## config.mk

```make
export PLATFORM = sky130hd
export DESIGN_NAME = load_use_interlock_flat
export DESIGN_NICKNAME = d
export VERILOG_FILES = /design/src/rtl/load_use_interlock_pkg.sv /design/src/rtl/load_use_interlock_if.sv /design/src/rtl/load_use_interlock_sb_entry.sv /design/src/rtl/load_use_interlock.sv /design/src/flat_wrapper.sv
export SDC_FILE = /design/constraint.sdc
export NUM_CORES = 1
export LEC_CHECK = 0
export CAP_MARGIN = 15
export CELL_PAD_IN_SITES_DETAIL_PLACEMENT = 0
export CELL_PAD_IN_SITES_GLOBAL_PLACEMENT = 1
export CORE_UTILIZATION = 40
export DETAILED_ROUTE_END_ITERATION = 8
export PLACE_DENSITY_LB_ADDON = 0.05
export SYNTH_ARGS = -nofsm -noshare
export SYNTH_HDL_FRONTEND = slang
export SYNTH_SLANG_ARGS = --single-unit
```

## constraint.sdc

```tcl
create_clock -name clk -period 4.8 [get_ports clk]
set_input_delay 0.96 -clock clk [delete_from_list [all_inputs] [get_ports clk]]
set_output_delay 0.96 -clock clk [all_outputs]
set_load 0.01 [all_outputs]
```

## src/rtl/load_use_interlock_pkg.sv

```systemverilog
// load_use_interlock_pkg: shared register-file geometry, default load latency and scoreboard hit helper.
package load_use_interlock_pkg;
   localparam int NUM_GPR      = 32;
   localparam int REG_ADDR_W   = 5;
   localparam int LOAD_LAT_DEF = 1;
   function automatic logic sb_hit(input logic [REG_ADDR_W-1:0] addr, input logic re,
                                   input logic [NUM_GPR-1:0] busy);
      return re && (addr != '0) && busy[addr];
   endfunction
endpackage

```

## src/rtl/load_use_interlock_if.sv

```systemverilog
// load_use_interlock_if: ID-stage request signals in, interlock/issue/scoreboard status out.
interface load_use_interlock_if;
   import load_use_interlock_pkg::*;
   logic                  ds_valid;
   logic                  ds_rf_re1;
   logic [REG_ADDR_W-1:0] ds_rf_raddr1;
   logic                  ds_rf_re2;
   logic [REG_ADDR_W-1:0] ds_rf_raddr2;
   logic                  ds_is_load;
   logic [REG_ADDR_W-1:0] ds_rf_waddr;
   logic                  es_allow_in;
   logic                  lat_tick;
   logic                  flush;
   logic                  ds_stall;
   logic                  issue_fire;
   logic [NUM_GPR-1:0]    sb_busy;
   logic [31:0]           stall_cnt;
   modport master (
      output ds_valid, ds_rf_re1, ds_rf_raddr1, ds_rf_re2, ds_rf_raddr2,
             ds_is_load, ds_rf_waddr, es_allow_in, lat_tick, flush,
      input  ds_stall, issue_fire, sb_busy, stall_cnt
   );
   modport slave (
      input  ds_valid, ds_rf_re1, ds_rf_raddr1, ds_rf_re2, ds_rf_raddr2,
             ds_is_load, ds_rf_waddr, es_allow_in, lat_tick, flush,
      output ds_stall, issue_fire, sb_busy, stall_cnt
   );
endinterface

```

## src/rtl/load_use_interlock_sb_entry.sv

```systemverilog
// load_use_interlock_sb_entry: one scoreboard countdown; flush beats reload beats tick decrement.
module load_use_interlock_sb_entry #(
   parameter int LOAD_LAT = 1,
   parameter int CNT_W    = 3
) (
   input  logic clk,
   input  logic reset,
   input  logic i_flush,
   input  logic i_load,
   input  logic i_tick,
   output logic o_busy
);
   logic [CNT_W-1:0] r_cnt;
   always_ff @(posedge clk or posedge reset)
      if (reset) r_cnt <= '0;
      else if (i_flush) r_cnt <= '0;
      else if (i_load) r_cnt <= CNT_W'(LOAD_LAT);
      else if (i_tick && r_cnt != '0) r_cnt <= r_cnt - 1'b1;
   assign o_busy = r_cnt != '0;
endmodule

```

## src/rtl/load_use_interlock.sv

```systemverilog
// load_use_interlock: per-register load scoreboard that holds dependent instructions in ID
// until load data is forwardable, gates ID->EXE issue and counts interlock cycles.
module load_use_interlock
   import load_use_interlock_pkg::*;
#(
   parameter int LOAD_LAT = LOAD_LAT_DEF,
   parameter int CNT_W    = 3
) (
   input logic                 clk,
   input logic                 reset,
   load_use_interlock_if.slave bus
);
   logic [NUM_GPR-1:0] w_busy;
   logic               w_stall;
   logic               w_fire;
   logic               w_load_iss;
   logic [31:0]        r_stall_cnt;
   assign w_busy[0] = 1'b0;
   for (genvar i = 1; i < NUM_GPR; i++) begin : g_ent
      load_use_interlock_sb_entry #(.LOAD_LAT(LOAD_LAT), .CNT_W(CNT_W)) u_ent (
         .clk     (clk),
         .reset   (reset),
         .i_flush (bus.flush),
         .i_load  (w_load_iss && bus.ds_rf_waddr == REG_ADDR_W'(i)),
         .i_tick  (bus.lat_tick),
         .o_busy  (w_busy[i])
      );
   end
   assign w_stall    = bus.ds_valid & (sb_hit(bus.ds_rf_raddr1, bus.ds_rf_re1, w_busy) |
                                       sb_hit(bus.ds_rf_raddr2, bus.ds_rf_re2, w_busy));
   // Reset also suppresses issue so nothing leaves ID while state is being cleared.
   assign w_fire     = ~reset & bus.ds_valid & ~w_stall & bus.es_allow_in;
   assign w_load_iss = w_fire & bus.ds_is_load & (bus.ds_rf_waddr != '0);
   always_ff @(posedge clk or posedge reset)
      if (reset) r_stall_cnt <= '0;
      else if (bus.ds_valid && w_stall) r_stall_cnt <= r_stall_cnt + 1'b1;
   assign bus.ds_stall   = w_stall;
   assign bus.issue_fire = w_fire;
   assign bus.sb_busy    = w_busy;
   assign bus.stall_cnt  = r_stall_cnt;
endmodule

```

## src/flat_wrapper.sv

```systemverilog
// flat-port wrapper written by rule: the top's interface ports become plain ports
module load_use_interlock_flat import load_use_interlock_pkg::*;
#(
   parameter int LOAD_LAT = LOAD_LAT_DEF,
   parameter int CNT_W    = 3
)
  (clk, reset, bus_ds_valid, bus_ds_rf_re1, bus_ds_rf_raddr1, bus_ds_rf_re2, bus_ds_rf_raddr2, bus_ds_is_load, bus_ds_rf_waddr, bus_es_allow_in, bus_lat_tick, bus_flush, bus_ds_stall, bus_issue_fire, bus_sb_busy, bus_stall_cnt);
  load_use_interlock_if bus_i ();
  input logic clk;
  input logic reset;
  input wire logic [$bits(bus_i.ds_valid)-1:0] bus_ds_valid;
  input wire logic [$bits(bus_i.ds_rf_re1)-1:0] bus_ds_rf_re1;
  input wire logic [$bits(bus_i.ds_rf_raddr1)-1:0] bus_ds_rf_raddr1;
  input wire logic [$bits(bus_i.ds_rf_re2)-1:0] bus_ds_rf_re2;
  input wire logic [$bits(bus_i.ds_rf_raddr2)-1:0] bus_ds_rf_raddr2;
  input wire logic [$bits(bus_i.ds_is_load)-1:0] bus_ds_is_load;
  input wire logic [$bits(bus_i.ds_rf_waddr)-1:0] bus_ds_rf_waddr;
  input wire logic [$bits(bus_i.es_allow_in)-1:0] bus_es_allow_in;
  input wire logic [$bits(bus_i.lat_tick)-1:0] bus_lat_tick;
  input wire logic [$bits(bus_i.flush)-1:0] bus_flush;
  output wire logic [$bits(bus_i.ds_stall)-1:0] bus_ds_stall;
  output wire logic [$bits(bus_i.issue_fire)-1:0] bus_issue_fire;
  output wire logic [$bits(bus_i.sb_busy)-1:0] bus_sb_busy;
  output wire logic [$bits(bus_i.stall_cnt)-1:0] bus_stall_cnt;
  assign bus_i.ds_valid = bus_ds_valid;
  assign bus_i.ds_rf_re1 = bus_ds_rf_re1;
  assign bus_i.ds_rf_raddr1 = bus_ds_rf_raddr1;
  assign bus_i.ds_rf_re2 = bus_ds_rf_re2;
  assign bus_i.ds_rf_raddr2 = bus_ds_rf_raddr2;
  assign bus_i.ds_is_load = bus_ds_is_load;
  assign bus_i.ds_rf_waddr = bus_ds_rf_waddr;
  assign bus_i.es_allow_in = bus_es_allow_in;
  assign bus_i.lat_tick = bus_lat_tick;
  assign bus_i.flush = bus_flush;
  assign bus_ds_stall = bus_i.ds_stall;
  assign bus_issue_fire = bus_i.issue_fire;
  assign bus_sb_busy = bus_i.sb_busy;
  assign bus_stall_cnt = bus_i.stall_cnt;
  load_use_interlock #(.LOAD_LAT(LOAD_LAT), .CNT_W(CNT_W)) u_core (.clk(clk), .reset(reset), .bus(bus_i));
endmodule
```

==> PnR_summary.wiki <==
{| class="wikitable"
! Metric !! Value
|-
| Run status || finished, final reports clean
|-
| Number of distinct standard cells referenced by the synthesized netlist || 54
|-
| Cell depth of the worst hold path || 1
|-
| Proportion of synthesized area in mux cells || roughly 2.7%
|-
| Row count || 51
|-
| Maximum number of pins on one net before global-route repair || 81
|-
| Net Count, Synth || 953
|-
| Die Height || 145 um
|-
| Routed Wire Length || 20800 um
|-
| CTS sink count || approximately 130
|-
| Area enclosed by the die boundary || 21000 sq um
|-
| Clock input transition at the sequential cells of the worst setup and hold paths || 0.06 ns
|-
| Leakage power total || 4.22 nW
|-
| Synthesis-to-finish area growth || 18.1%
|-
| Setup TNS || 0 ns
|-
| Endpoint class of the critical path || primary output
|-
| Top area cells in the synthesized netlist || sky130_fd_sc_hd__dfrtp_1 (38%), sky130_fd_sc_hd__ha_1 (9.6%), sky130_fd_sc_hd__xor2_1 (6.0%), sky130_fd_sc_hd__a211oi_1 (5.8%), sky130_fd_sc_hd__xnor2_1 (3.9%)
|-
| Area share of fa/ha/maj cells after synthesis || 9.64%
|-
| Number of global-route vias before repair || approximately 6600
|-
| Initial antenna violation count || 0
|-
| WL/cell || 17.4 um
|-
| Final setup violation count || 0
|-
| Crit-path max FO || 5
|-
| Number of vias per cell after detailed routing || 5.34
|-
| Routed via count || 6380
|-
| Overall Power || 0.00548 W
|-
| Internal || 0.00333 W
|-
| End of the worst register-to-register path || u_core.g_ent[31].u_ent.r_cnt[1]$_DFFE_PP0P_
|-
| Element type at the critical path start || input pin
|-
| Worst path cell trace || clkdlybuf4s50_1 > mux4_2 > mux2_2 > nor2_1 > a211oi_4 > nor3b_4 > and2_1 > clkdlybuf4s50_1
|-
| Cell taking the most area after synthesis || sky130_fd_sc_hd__dfrtp_1
|-
| Library cell used as clock root buffer || sky130_fd_sc_hd__clkbuf_16
|-
| Skew final || 0.00753 ns
|-
| Worst Hold Launch || u_core.bus.stall_cnt[10]$_DFFE_PP0P_
|-
| Setup repair after global routing missed its margin || no
|-
| HPWL after detailed placement || between 10000 and 15000 um
|-
| Quantity of I/O buffers inserted on ports || 88
|-
| Max-cap violations || 0
|-
| Final Hold Fails || 0
|-
| Portion of the post-synthesis area used by sequential elements || 38.3%
|-
| Number of inserted diodes || 0
|-
| Routed Antenna Nets || 0
|-
| P per Cell Area || 567 nW/um^2
|-
| Async set-or-reset flop fraction in the synthesized netlist || 100%
|-
| Flip-flop and latch area || 3130 sq um
|-
| Number of synthesized flops with an enable pin || 0
|-
| Wire length of the first global-routing pass || 34400 um
|-
| Worst hold endpoint || u_core.bus.stall_cnt[10]$_DFFE_PP0P_
|-
| Summed instance area of the synthesized netlist || 8180 sq um
|-
| Power share of the combinational group || around 50%
|-
| Least-Margin Pin Slew || 0.761 ns
|-
| Core ar. || 19700 sq um
|-
| Final weighted congestion in routability-driven placement || 0.863
|-
| Dominant combinational cell family by area after synthesis || simple AND/OR/NAND/NOR gates
|-
| Area taken by multi-input logic gates || about 4300 sq um
|-
| Worst-case vdd ir drop || about 440 uV
|-
| Ratio of final minimum period to clock period || 97.3%
|-
| Fillcell total || around 1800
|-
| Sequential share of power || 27.1%
|-
| Critical register-to-register path startpoint || u_core.g_ent[27].u_ent.r_cnt[0]$_DFFE_PP0P_
|-
| Die outline width || between 100 and 150 um
|-
| Switch Pwr || 0.00214 W
|-
| Fraction of layout instances using a drive strength above 1 || about 7.4%
|-
| Number of synthesis warnings || 0
|-
| Final net count || 1004
|-
| Crit path arrival time || 3.71 ns
|-
| Hold Crit Class || reg2reg
|-
| Post-layout utilization of the core || 49.0%
|-
| Worst skew pair latency || 0.42 ns
|-
| Level count of the clock H-tree || 4
|-
| Top-area cell type share of the netlist area || between 30% and 40%
|-
| CP max-delay cell || sky130_fd_sc_hd__clkdlybuf4s50_1
|-
| Slew Viols, Final || 0
|-
| Number of placed I/O pins || 90
|-
| CTS max path bufs || 2
|-
| Detailed router's first-iteration violation count || 424
|-
| Post-synthesis share of cell area spent on and, or, nand and nor gates || 17.4%
|-
| Headroom to the max-slew limit || 49.1%
|-
| Synthesized-area fraction occupied by xor and xnor cells || 9.86%
|-
| PnR worst setup slack || 0.131 ns
|-
| Post-placement worst setup slack || 0.0629 ns
|-
| Clock buffers created by TritonCTS || 17
|-
| Compound-cell area share of the yosys netlist || 12.9%
|-
| CP most frequent cell || sky130_fd_sc_hd__clkdlybuf4s50_1
|-
| Path type of the worst setup path || in2out
|-
| Synthesized area per cell || roughly 9.4 sq um
|-
| Data required time of the worst path || 3.84 ns
|-
| Effective utilization at floorplan || 41.5%
|-
| Sw Ratio || 39.1%
|-
| Gr usage total || 20.8%
|-
| Logic depth of the worst register-to-register path || 11
|-
| Total iterations of the first detailed-routing run || 5
|-
| Prevailing post-synth register cell || sky130_fd_sc_hd__dfrtp_1
|-
| Clock power frac || 22.9%
|-
| Clock tree from TritonCTS || done
|-
| Setup slack of the worst register-to-register path || 1.29 ns
|-
| Number of standard cells after synthesis || about 870
|-
| Total gr overflow || 0
|-
| Maximum clock frequency || around 210 MHz
|-
| DRC violation count after routing || 0
|-
| Number of storage elements in the synthesis netlist || 125
|-
| Tmin final || around 4.7 ns
|-
| Peak per-stage delay on the critical path || 0.66 ns
|}
-- worst max-delay path by stage --
stage / startpoint / endpoint / slack [ns] / cells past startpoint
floorplan: reset / bus_issue_fire / 0.23 / 3
global placement: bus_ds_rf_raddr2[2] / bus_issue_fire / 0.15 / 9
detailed placement: bus_ds_rf_raddr1[1] / bus_ds_stall / 0.06 / 11
CTS: bus_ds_rf_raddr1[1] / bus_ds_stall / 0.05 / 11
global route: bus_ds_rf_raddr1[1] / bus_ds_stall / 0.008 / 9
finish: bus_ds_rf_raddr1[1] / bus_issue_fire / 0.13 / 8
-- critical path: cells and delay by family --
kind,cells,cell delay [ns]
buf+inv,2,1.19
mux,2,0.81
simple gates,3,0.66
compound gates,1,0.10
-- routing by layer --
layer  up-vias  routed length (um)  part of all wire (%)  GRT usage [%]
li1       3051                   -                     -              -
met1      3129                9410                    45           26.0
met2       157                9870                    47           34.5
met3        43                 842                   4.0           3.87
met4         0                 701                   3.4           9.63
met5         -                   0                     0              0
-- stage by stage --
| step | area (sq um) | hold WS, ns | instances |
|---|---|---|---|
| 2_1_floorplan | 8180 | 0.507 | 866 |
| 3_3_place_gp | 9060 | 0.471 | 1162 |
| 3_5_place_dp | 9060 | 0.480 | 1162 |
| 4_1_cts | 9620 | 0.490 | 1193 |
| 5_1_grt | 9660 | 0.510 | 1194 |
| 6_report | 9660 | 0.487 | 1194 |
-- power groups by stage --
stage,sequential (W),combinational (W),clock [W]
after floorplan,0.00148,0.00203,0
after global placement,0.00149,0.00266,0
after detailed placement,0.00150,0.00273,0
after CTS,0.00148,0.00275,0.00129
after global routing,0.00152,0.00306,0.00133
final,0.00149,0.00274,0.00125
-- placed cells by master (no fill, tap or decap), drive strengths merged, types with 2 or more instances in the layout --
master,netlist,routed
o211ai,3,3
nor2,63,63
clkdlybuf4s50,0,86
a211oi,64,64
nor3,21,21
mux2i,5,5
o311ai,2,2
o21ai,2,2
xnor2,36,36
nor3b,5,5
dfrtp,125,125
and2,4,4
nor4b,6,6
nand4b,4,4
clkinv,0,3
nor4,5,5
nand4,6,6
o311a,2,2
mux2,3,3
nor2b,7,7
clkinvlp,0,2
ha,63,63
buf,52,23
and3,16,16
o22ai,5,5
mux4,6,6
clkbuf,25,25
xor2,56,56
o2bb2ai,23,23
nand3,42,42
inv,72,71
nand2b,37,37
bufinv,0,2
nand2,51,51
a21oi,43,43
-- state kept, by name, summed over array words and instances (netlist names) --
register,cells
u_core.bus.stall_cnt,32
u_core.g_ent.u_ent.r_cnt,93
-- timing repair --
| item | in CTS | in global routing |
|---|---|---|
| setup buffers | 0 | 0 |
| endpoints found under the setup margin | 0 | 1 |
| gates resized for setup | 0 | 1 |
| hold buffers | 0 | 0 |
-- cells by family after synthesis --
logic type               Yosys count
other                              1
buffers and inverters            149
AO/OA/AOI/OAI                    150
XOR/XNOR                          92
AND/OR/NAND/NOR                  272
adder cells (fa/ha/maj)           63
flip-flops                       125
multiplexers                      14
-- cell usage after synthesis, types with 2 or more instances --
cell	number
sky130_fd_sc_hd__nand3_1	42
sky130_fd_sc_hd__mux2i_1	5
sky130_fd_sc_hd__a21oi_1	43
sky130_fd_sc_hd__and3_4	3
sky130_fd_sc_hd__nor4b_2	3
sky130_fd_sc_hd__o2bb2ai_1	23
sky130_fd_sc_hd__o211ai_1	3
sky130_fd_sc_hd__nand2_1	51
sky130_fd_sc_hd__nor2_1	63
sky130_fd_sc_hd__nand4b_1	4
sky130_fd_sc_hd__a211oi_1	63
sky130_fd_sc_hd__nor3b_1	4
sky130_fd_sc_hd__o22ai_1	5
sky130_fd_sc_hd__o311a_1	2
sky130_fd_sc_hd__dfrtp_1	125
sky130_fd_sc_hd__nand4_1	6
sky130_fd_sc_hd__buf_6	6
sky130_fd_sc_hd__and3_1	13
sky130_fd_sc_hd__xor2_1	56
sky130_fd_sc_hd__inv_1	71
sky130_fd_sc_hd__ha_1	63
sky130_fd_sc_hd__and2_1	3
sky130_fd_sc_hd__nor4b_1	3
sky130_fd_sc_hd__buf_4	36
sky130_fd_sc_hd__o311ai_1	2
sky130_fd_sc_hd__xnor2_1	36
sky130_fd_sc_hd__mux2_2	3
sky130_fd_sc_hd__buf_2	6
sky130_fd_sc_hd__nor2b_1	7
sky130_fd_sc_hd__nand2b_1	37
sky130_fd_sc_hd__nor3_1	21
sky130_fd_sc_hd__nor4_1	5
sky130_fd_sc_hd__buf_1	4
sky130_fd_sc_hd__clkbuf_1	25
sky130_fd_sc_hd__mux4_2	5
-- area by class of cell --
cell class | instances | area share, %
clock buffer | 25 | 4.92
clock inverter | 6 | 0.894
inverter | 72 | 2.84
multi-input combinational | 592 | 44.7
sequential | 125 | 32.4
tap | 265 | 3.43
timing repair buffer | 109 | 10.9
Note: power is estimated with default switching activity, not from simulation.
